$ cat config.mk
export PLATFORM = sky130hd
export DESIGN_NAME = ex_md_sequencer
export DESIGN_NICKNAME = d
export VERILOG_FILES = /design/src/rtl/ex_md_sequencer_pkg.sv /design/src/rtl/md_iter_step.sv /design/src/rtl/ex_md_sequencer.sv
export SDC_FILE = /design/constraint.sdc
export NUM_CORES = 1
export LEC_CHECK = 0
export CAP_MARGIN = 5
export CELL_PAD_IN_SITES_DETAIL_PLACEMENT = 1
export CELL_PAD_IN_SITES_GLOBAL_PLACEMENT = 1
export CORE_MARGIN = 2
export CORE_UTILIZATION = 49
export CTS_CLUSTER_DIAMETER = 40
export DETAILED_ROUTE_END_ITERATION = 8
export PLACE_DENSITY_LB_ADDON = 0.05
export SYNTH_ARGS = -nofsm -noshare
export SYNTH_HDL_FRONTEND = slang
export SYNTH_HIERARCHICAL = 1
export SYNTH_SLANG_ARGS = --single-unit
$ cat constraint.sdc
create_clock -name clk -period 13.45 [get_ports clk]
set_input_delay 2.0175 -clock clk [delete_from_list [all_inputs] [get_ports clk]]
set_output_delay 2.0175 -clock clk [all_outputs]
set_load 0.02 [all_outputs]
$ cat src/rtl/ex_md_sequencer_pkg.sv
// Shared encodings and result post-processing for the RV32M multiply/divide sequencer.
// Holds the funct3 codes, the FSM state type and the sign-fixup/word-select helper.
package ex_md_sequencer_pkg;

  typedef enum logic [1:0] {
    MD_IDLE = 2'd0,
    MD_CALC = 2'd1,
    MD_DONE = 2'd2
  } md_state_e;

  localparam logic [2:0] MD_MUL    = 3'd0;
  localparam logic [2:0] MD_MULH   = 3'd1;
  localparam logic [2:0] MD_MULHSU = 3'd2;
  localparam logic [2:0] MD_MULHU  = 3'd3;
  localparam logic [2:0] MD_DIV    = 3'd4;
  localparam logic [2:0] MD_DIVU   = 3'd5;
  localparam logic [2:0] MD_REM    = 3'd6;
  localparam logic [2:0] MD_REMU   = 3'd7;

  // acc holds {hi, lo} of a product, or {remainder, quotient} of a divide.
  function automatic logic [31:0] md_finalize(input logic [2:0]  funct3,
                                              input logic        neg,
                                              input logic [63:0] acc);
    logic [63:0] prod;
    logic [31:0] quo;
    logic [31:0] rem;
    prod = neg ? -acc : acc;
    quo  = neg ? -acc[31:0] : acc[31:0];
    rem  = neg ? -acc[63:32] : acc[63:32];
    case (funct3)
      MD_MUL:                      return prod[31:0];
      MD_MULH, MD_MULHSU, MD_MULHU: return prod[63:32];
      MD_DIV, MD_DIVU:             return quo;
      default:                     return rem;
    endcase
  endfunction

endpackage

$ cat src/rtl/md_iter_step.sv
// One radix-2 iteration: shift-add multiply step or restoring divide step.
// acc_i is {product_hi, multiplier} for multiply and {remainder, dividend/quotient} for divide.
module md_iter_step (
  input  logic        is_div,
  input  logic [63:0] acc_i,
  input  logic [31:0] operand_i,
  output logic [63:0] acc_o
);

  logic [32:0] sum;
  logic [32:0] part_rem;
  logic [31:0] diff;
  logic        fits;

  always_comb begin
    sum      = {1'b0, acc_i[63:32]} + (acc_i[0] ? {1'b0, operand_i} : 33'd0);
    // The 33-bit partial remainder catches the bit shifted out of a large remainder.
    part_rem = acc_i[63:31];
    fits     = part_rem >= {1'b0, operand_i};
    diff     = part_rem[31:0] - operand_i;
    if (is_div) begin
      acc_o = fits ? {diff, acc_i[30:0], 1'b1} : {acc_i[62:0], 1'b0};
    end else begin
      acc_o = {sum, acc_i[31:1]};
    end
  end

endmodule

$ cat src/rtl/ex_md_sequencer.sv
// Iterative RV32M multiply/divide sequencer beside the execute ALU; stalls the pipeline while busy.
// Optional single-cycle multiply when MD_FAST_MUL_EN is defined.
import ex_md_sequencer_pkg::*;

module ex_md_sequencer #(
  parameter int XLEN = 32
) (
  input  logic            clk,
  input  logic            rst,
  input  logic            de2ex_MD_OP_ffout,
  input  logic            de2ex_inst_valid_ffout,
  input  logic [2:0]      de2ex_md_funct3_ffout,
  input  logic [XLEN-1:0] de2ex_rd_oprand1_ffout,
  input  logic [XLEN-1:0] de2ex_rd_oprand2_ffout,
  input  logic [4:0]      de2ex_wr_regindex_ffout,
  input  logic            ex_flush,
  output logic            md2ex_stall,
  output logic            md2ex_valid,
  output logic [XLEN-1:0] md2ex_result,
  output logic [4:0]      md2ex_wr_regindex,
  output logic            md2ex_busy
);

  md_state_e   state_q, state_d;
  logic [2:0]  funct3_q, funct3_d;
  logic [4:0]  rd_q, rd_d;
  logic [4:0]  cnt_q, cnt_d;
  logic        neg_q, neg_d;
  logic [63:0] acc_q, acc_d;
  logic [31:0] opnd_q, opnd_d;
  logic [31:0] result_q, result_d;
  logic [4:0]  wr_regindex_q, wr_regindex_d;

  logic [2:0]  f_in;
  logic [31:0] op1, op2, mag1, mag2;
  logic        start, sgn1, sgn2, div_zero, div_ovf;
  logic [63:0] step_acc;

  assign f_in  = de2ex_md_funct3_ffout;
  assign op1   = de2ex_rd_oprand1_ffout;
  assign op2   = de2ex_rd_oprand2_ffout;
  assign start = de2ex_MD_OP_ffout & de2ex_inst_valid_ffout & ~ex_flush;

  assign sgn1 = op1[31] & (f_in == MD_MULH || f_in == MD_MULHSU || f_in == MD_DIV || f_in == MD_REM);
  assign sgn2 = op2[31] & (f_in == MD_MULH || f_in == MD_DIV || f_in == MD_REM);
  assign mag1 = sgn1 ? -op1 : op1;
  assign mag2 = sgn2 ? -op2 : op2;

  assign div_zero = f_in[2] & (op2 == 32'd0);
  assign div_ovf  = f_in[2] & ~f_in[0] & (op1 == 32'h8000_0000) & (op2 == 32'hFFFF_FFFF);

`ifdef MD_FAST_MUL_EN
  logic [63:0] fast_prod;
  assign fast_prod = 64'($signed({sgn1, op1}) * $signed({sgn2, op2}));
`endif

  md_iter_step u_step (
    .is_div    (funct3_q[2]),
    .acc_i     (acc_q),
    .operand_i (opnd_q),
    .acc_o     (step_acc)
  );

  always_comb begin
    // NOTE: every _d defaults to its _q first, so no branch can leave a latch behind.
    state_d       = state_q;
    funct3_d      = funct3_q;
    rd_d          = rd_q;
    cnt_d         = cnt_q;
    neg_d         = neg_q;
    acc_d         = acc_q;
    opnd_d        = opnd_q;
    result_d      = result_q;
    wr_regindex_d = wr_regindex_q;
    case (state_q)
      MD_IDLE: begin
        if (start) begin
          funct3_d = f_in;
          rd_d     = de2ex_wr_regindex_ffout;
          cnt_d    = 5'd31;
          neg_d    = (f_in == MD_REM) ? sgn1 : (sgn1 ^ sgn2);
          acc_d    = {32'd0, mag1};
          opnd_d   = mag2;
          if (div_zero) begin
            result_d      = f_in[1] ? op1 : 32'hFFFF_FFFF;
            wr_regindex_d = de2ex_wr_regindex_ffout;
            state_d       = MD_DONE;
          end else if (div_ovf) begin
            result_d      = f_in[1] ? 32'd0 : 32'h8000_0000;
            wr_regindex_d = de2ex_wr_regindex_ffout;
            state_d       = MD_DONE;
`ifdef MD_FAST_MUL_EN
          end else if (!f_in[2]) begin
            result_d      = md_finalize(f_in, 1'b0, fast_prod);
            wr_regindex_d = de2ex_wr_regindex_ffout;
            state_d       = MD_DONE;
`endif
          end else begin
            state_d = MD_CALC;
          end
        end
      end
      MD_CALC: begin
        if (ex_flush) begin
          state_d = MD_IDLE;
        end else begin
          acc_d = step_acc;
          // Result is fixed up on the way into DONE so it is a clean register output.
          if (cnt_q == 5'd0) begin
            result_d      = md_finalize(funct3_q, neg_q, step_acc);
            wr_regindex_d = rd_q;
            state_d       = MD_DONE;
          end else begin
            cnt_d = cnt_q - 5'd1;
          end
        end
      end
      MD_DONE: state_d = MD_IDLE;
      default: state_d = MD_IDLE;
    endcase
  end

  // NOTE: state registers use non-blocking assignments so every flop samples pre-edge values.
  always_ff @(posedge clk or posedge rst) begin
    if (rst) begin
      state_q       <= MD_IDLE;
      funct3_q      <= 3'd0;
      rd_q          <= 5'd0;
      cnt_q         <= 5'd0;
      neg_q         <= 1'b0;
      acc_q         <= 64'd0;
      opnd_q        <= 32'd0;
      result_q      <= 32'd0;
      wr_regindex_q <= 5'd0;
    end else begin
      state_q       <= state_d;
      funct3_q      <= funct3_d;
      rd_q          <= rd_d;
      cnt_q         <= cnt_d;
      neg_q         <= neg_d;
      acc_q         <= acc_d;
      opnd_q        <= opnd_d;
      result_q      <= result_d;
      wr_regindex_q <= wr_regindex_d;
    end
  end

  assign md2ex_stall       = ((state_q == MD_IDLE) & start) | (state_q == MD_CALC);
  assign md2ex_valid       = (state_q == MD_DONE) & ~ex_flush;
  assign md2ex_busy        = (state_q != MD_IDLE);
  assign md2ex_result      = result_q;
  assign md2ex_wr_regindex = wr_regindex_q;

endmodule

### Yosys cells after proc, flatten, opt, wreduce, memory -nomap -nowiden

Index checks and enable logic that the tools add are counted.

| word-level totals | value |
|---|---|
| register bits after elaboration | 149 |
| input port bits | 77 |
| output and inout port bits | 40 |
| word-level logic and storage cells | 106 |

| operators by class | value |
|---|---|
| $add $sub $neg | 8 |
| magnitude comparators | 1 |
| equality and inequality tests | 19 |
| mux-type cells | 37 |
| bitwise gates (word level) | 14 |
| reductions and logical operators | 18 |

Operators by type and width:

| cell | count |
|---|---|
| $mux 32 | 12 |
| $mux 64 | 5 |
| $neg 32->32 | 4 |
| $pmux 64 s2 | 1 |
| $pmux 32 s3 | 1 |
| $eq 32x32->1 const B | 2 |
| $neg 64->64 | 1 |
| $pmux 32 s2 | 1 |
| $mux 5 | 8 |
| $add 32x33->33 | 1 |
| $ge 33x32->1 | 1 |
| $logic_not 32->1 | 1 |
| $sub 32x32->32 | 1 |
| $pmux 5 s2 | 2 |
| $eq 3x3->1 const B | 4 |
| $and 1x1->1 | 10 |
| $mux 2 | 5 |
| $eq 3x2->1 const B | 3 |
| $ne 2x2->1 const B | 4 |
| $eq 3x1->1 const B | 2 |
| $ne 3x3->1 const B | 2 |
| $logic_not 5->1 | 1 |
| $logic_or 1x1->1 | 5 |
| $reduce_and 5->1 | 1 |
| other kinds (16) | 19 |

### Depth between registers and ports, before layout

| logic depth | value |
|---|---|
| depth after elaboration | 9 |
| mapped depth | 23 |
| depth with buffers taken out | 20 |

### Modules after synthesis

Netlist, hierarchy kept.

Modules (own cells, without submodules):

| module | instances | cells each | area each (µm²) | seq. area each (µm²) |
|---|---|---|---|---|
| ex_md_sequencer | 1 | 1329 | 10526.3 | 3728.6 |
| md_iter_step | 1 | 671 | 4698.3 | 0.0 |

### Least setup slack after synthesis

OpenSTA, ideal clock, no wires.

| timing | value |
|---|---|
| path kind | reg2reg |
| from | register acc_q[0] |
| to | register result_q[27] (netlist: md2ex_result[27]) |
| setup time | 0.094 ns |
| data arrival time | 5.141 ns |
| required time | 13.356 ns |
| path slack | 8.215 ns |
| stages on the path, launching flop included | 22 |
| buffers on the path | 2 |
| clock period less this slack | 5.235 ns |
| cells stage by stage | dfrtp_1 > clkbuf_1 > and2_1 > ha_1 > fa_1 > a21o_1 > a211oi_2 > and4bb_1 > o211ai_2 > nand2_1 > a21o_1 > a21o_1 > a2111oi_0 > a221oi_1 > clkbuf_1 > or3_1 > or4_1 > or2_1 > o41ai_1 > xnor2_1 > nand2_1 > a221oi_2 |

| on the way | value |
|---|---|
| longest elaborated chain between the ends | 9 |
| elaborated cells between the ends (all ways) | 14 |
| those cells by class | 4 x add/sub; 10 x mux |

RTL lines:

| item | line | RTL |
|---|---|---|
| from (decl) | ex_md_sequencer.sv:29 | `logic [63:0] acc_q, acc_d;` |
| from (signal assigned) | ex_md_sequencer.sv:131 | `acc_q <= 64'd0;` |
| from (signal assigned) | ex_md_sequencer.sv:141 | `acc_q <= acc_d;` |
| $mux 32 (*) | md_iter_step.sv:16 | `sum = {1'b0, acc_i[63:32]} + (acc_i[0] ? {1'b0, operand_i} : 33'd0);` |
| $add 32x33->33 (*) | md_iter_step.sv:16 |  |
| $mux 64 (*) | md_iter_step.sv:21 | `if (is_div) begin` |
| named net step_acc[51] | ex_md_sequencer.sv:37 | `logic [63:0] step_acc;` |
| $neg 64->64 / $neg 32->32 (equally long branches) | ex_md_sequencer_pkg.sv:27, ex_md_sequencer_pkg.sv:29 |  |
| $mux 64 / $mux 32 (equally long branches) | ex_md_sequencer_pkg.sv:27, ex_md_sequencer_pkg.sv:29 |  |
| $pmux 32 s3 (*) | ex_md_sequencer_pkg.sv:30 | `case (funct3)` |
| $mux 32 (*) | ex_md_sequencer.sv:109 | `if (cnt_q == 5'd0) begin` |
| $mux 32 (*) | ex_md_sequencer.sv:104 | `if (ex_flush) begin` |
| $pmux 32 s2 (*) | ex_md_sequencer.sv:75 | `case (state_q)` |
| to (signal assigned) | ex_md_sequencer.sv:143 | `result_q <= result_d;` |
| to (decl) | ex_md_sequencer.sv:31 | `logic [31:0] result_q, result_d;` |

The timed path passes the listed nets; every way through them passes the cells marked *. The select of a mux whose other input is x is not followed.
A chain may end at the register's enable or synchronous reset.

### Final worst setup path

| timing | value |
|---|---|
| from | register opnd_q[1] |
| to | register result_q[27] (netlist: md2ex_result[27]) |

| on the way | value |
|---|---|
| longest elaborated chain between the ends | 9 |
| elaborated cells between the ends (all ways) | 16 |
| those cells by class | 5 x add/sub; 1 x order compare; 10 x mux |

RTL lines:

| item | line | RTL |
|---|---|---|
| from (decl) | ex_md_sequencer.sv:30 | `logic [31:0] opnd_q, opnd_d;` |
| from (signal assigned) | ex_md_sequencer.sv:142 | `opnd_q <= opnd_d;` |
| $mux 32 (tied with other cells) | md_iter_step.sv:16 |  |
| $add 32x33->33 / $mux 64 (equally long branches) | md_iter_step.sv:16, md_iter_step.sv:22 |  |
| $mux 64 (*) | md_iter_step.sv:21 |  |
| named net step_acc[40] | ex_md_sequencer.sv:37 |  |
| $neg 64->64 / $neg 32->32 (equally long branches) | ex_md_sequencer_pkg.sv:27, ex_md_sequencer_pkg.sv:29 |  |
| $mux 64 / $mux 32 (equally long branches) | ex_md_sequencer_pkg.sv:27, ex_md_sequencer_pkg.sv:29 |  |
| $pmux 32 s3 (*) | ex_md_sequencer_pkg.sv:30 |  |
| $mux 32 (*) | ex_md_sequencer.sv:109 |  |
| $mux 32 (*) | ex_md_sequencer.sv:104 |  |
| $pmux 32 s2 (*) | ex_md_sequencer.sv:75 |  |

Marks and branches as above.

==> flow_metrics.env <==
export IMPL_outcome="finished, final reports clean"
export IMPL_tightestPinTransition_ps=1290
export IMPL_antenna_found_initial=2
export IMPL_grt_pass1_vias=16800
export IMPL_io_buffers=116
export IMPL_min_period_ps=6480
export IMPL_finalWirelength_um=64800
export IMPL_start_util=0.498
export IMPL_p_leak_uw=0.00739
export IMPL_required_ps=13820
export IMPL_fp_coreArea_um2=30600
export IMPL_path_delay_family="simple AND/OR/NAND/NOR gates"
export IMPL_slowest_delay_ps=760
export IMPL_critical_path_class="register to register"
export IMPL_cts_buffers=17
export IMPL_htree_levels=4
export IMPL_io_pins=117
export IMPL_hold_viol=0
export IMPL_gp_congestion=0.985
export IMPL_clk_path_buf_depth=2
export IMPL_yosys_warnings=6
export IMPL_post_cts_buffers=0
export IMPL_yosys_cell_types_count=97
export IMPL_grt_pass1_wl_um=101000
export IMPL_synthTopCellsByCount="nand2_1, o21ai_0, dfrtp_1, a21oi_1, nor2_1"
export IMPL_netlist_area_leader_share=0.245
export IMPL_holdBufCountCts=0
export IMPL_r2r_setup_slack_ps=6970
export IMPL_synth_fp_nets=2150
export IMPL_clock_skew_ps=11.3
export IMPL_critPathSlowestCell="or4b_1"
export IMPL_finalSetupViolCount=0
export IMPL_grt_overflow=0
export IMPL_dieHeight_um=180
export IMPL_rsz0062_at_grt="false"
export IMPL_reg2reg_from="opnd_q[1]"
export IMPL_ant_nets=0
export IMPL_viasPerCell=6.80
export IMPL_cts_tree="done"
export IMPL_worstPathCellList="inv_1, ha_1, nor2b_1, o31a_1, o31ai_1, o21a_1, o21ai_1, nand3_1, nand2_1, buf_4, mux2i_1, o21ai_0, or4_1, or4b_1, or2_1, o41ai_1, xnor2_1, nand2_1, a221oi_2"
export IMPL_cts_reportedPaths_clkPinSlew_ps=70
export IMPL_nets=2201
export IMPL_r2r_cells=19
export IMPL_setup_tns_ps=0
export IMPL_synth_edf_count=0
export IMPL_peakVddDrop_uv=114
export IMPL_synth_area_leaders="dfrtp_1, nand2_1, ha_1"
export IMPL_grt_max_degree=86
export IMPL_place_area_um2=16700
export IMPL_synth_most_common_cell="nand2_1"
export IMPL_drc=0
export IMPL_start_kind="register"
export IMPL_via_count=16700
export IMPL_clock_latency_ps=460
export IMPL_ys_seq_area_frac=0.245
export IMPL_grtUsageMet2=0.582
export IMPL_crit_fanout=23
export IMPL_synthCells=2000
export IMPL_hold_path_class="register to register"
export IMPL_grt_use_met1=0.558
export IMPL_whs_endpoint="rd_q[4]"
export IMPL_drive_above_1_share=0.0766
export IMPL_hold_path_depth=2
export IMPL_areaGrowthSynthToFinish_pct=13.7
export IMPL_grt_busiest_layer="met2"
export IMPL_period_share=0.482
export IMPL_cts_repair_resized=0
export IMPL_first_pass_iters=5
export IMPL_crit_buf_inv=2
export IMPL_cap_violations=0
export IMPL_die_x_um=180
export IMPL_final_area_um2=17300
export IMPL_fmax_mhz=154
export IMPL_hold_start="rd_q[4]"
export IMPL_syn_mean_instance_area_um2=7.61
export IMPL_end_kind="register"
export IMPL_cp_common_cell="nand2_1"
export IMPL_power_density_nw_per_um2=182
export IMPL_final_max_slew_viol_count=0
export IMPL_mappedNetlistArea_um2=15200
export IMPL_drtIter0Drc=1799
export IMPL_max_slew_margin_rel=0.141
export IMPL_rows=64
export IMPL_dieArea_um2=32500
export IMPL_ctsRootBufferMaster="clkbuf_16"
export IMPL_rr_endpoint="md2ex_result[27]"
export IMPL_routedWlPerCell_um=26.3
export IMPL_arrival_ps=6850
export IMPL_ys_async_sr_fraction=1.00
export IMPL_ys_ff_latch=149
export IMPL_synth_ff_type="dfrtp_1"
export IMPL_grt_usage=0.396
export IMPL_synth_largest_area_cell="dfrtp_1"
export IMPL_numClockSinks=149
export IMPL_use_met3=0.101
export IMPL_hpwl_um=48200
-- report_power, final --
part | switching, uW | internal, uW | total (uW)
combinational | 1250 | 693 | 1940
clock | 240 | 284 | 524
sequential | 127 | 555 | 682
total | 1610 | 1530 | 3140
-- metrics by stage --
step / util / total power (uW) / instances / setup slack, ps / hold slack [ps]
after floorplan: - / 1890 / 2000 / 7420 / 445
after global placement: 0.546 / 2480 / 2428 / 7470 / 459
after detailed placement: 0.546 / 2540 / 2428 / 7230 / 463
after CTS: 0.566 / 3080 / 2460 / 7170 / 480
after global routing: 0.566 / 3300 / 2460 / 6710 / 504
final: 0.566 / 3140 / 2461 / 6970 / 480
-- how the worst max path moves through the flow --
stage	start	to	cells past startpoint
floorplan	rst	acc_q[0]	1
global placement	acc_q[33]	md2ex_result[21]	18
detailed placement	opnd_q[17]	md2ex_result[27]	19
CTS	acc_q[33]	md2ex_result[27]	18
global route	opnd_q[1]	md2ex_result[27]	19
finish	opnd_q[1]	md2ex_result[27]	19
-- area by class of cell --
cell class,instances,area [um2]
inverters,76,290
repair buffers,150,1420
clock inverters,14,168
multi-input cells,1657,10800
flip-flops and latches,149,3730
fillers,3824,13300
well taps,396,495
clock buffers,18,439
diodes,1,2.50
-- sequential cells by signal, summed over array words and instances, names as in the netlist --
name,flops
acc_q,64
cnt_q,5
funct3_q,3
md2ex_result,32
md2ex_wr_regindex,5
neg_q,1
opnd_q,32
rd_q,5
state_q,2
-- logic make-up after synthesis --
| logic type | share of synthesized area |
|---|---|
| fa+ha+maj | 0.0610 |
| simple gates | 0.246 |
| compound gates | 0.262 |
| xor+xnor | 0.0857 |
| flops | 0.245 |
| buf+inv | 0.0500 |
| mux | 0.0500 |
-- worst min-delay path, stage by stage, from the launching register on --
cell	delay, ps
dfrtp_1	350
nand2_1	50
nand2_1	50
-- layout by cell type (no fill, tap or decap), drive strengths merged, types with 40 or more instances in the layout --
| master | netlist | layout |
|---|---|---|
| nand2 | 256 | 256 |
| o21ai | 179 | 179 |
| dfrtp | 149 | 149 |
| a21oi | 143 | 143 |
| nor2 | 142 | 142 |
| clkdlybuf4s50 | 0 | 116 |
| inv | 75 | 81 |
| xnor2 | 75 | 75 |
| xor2 | 74 | 74 |
| ha | 71 | 71 |
| nand3 | 67 | 67 |
| nor3 | 47 | 47 |
| a21o | 42 | 42 |
| mux2i | 40 | 40 |
| o31ai | 40 | 40 |
-- routing by layer --
| metal | share of wire | up-vias |
|---|---|---|
| met5 | 0.00020 | - |
| met4 | 0.034 | 2 |
| met3 | 0.11 | 138 |
| met2 | 0.43 | 904 |
| met1 | 0.43 | 8294 |
| li1 | - | 7393 |
No activity file was read; power rests on OpenSTA's default activity.
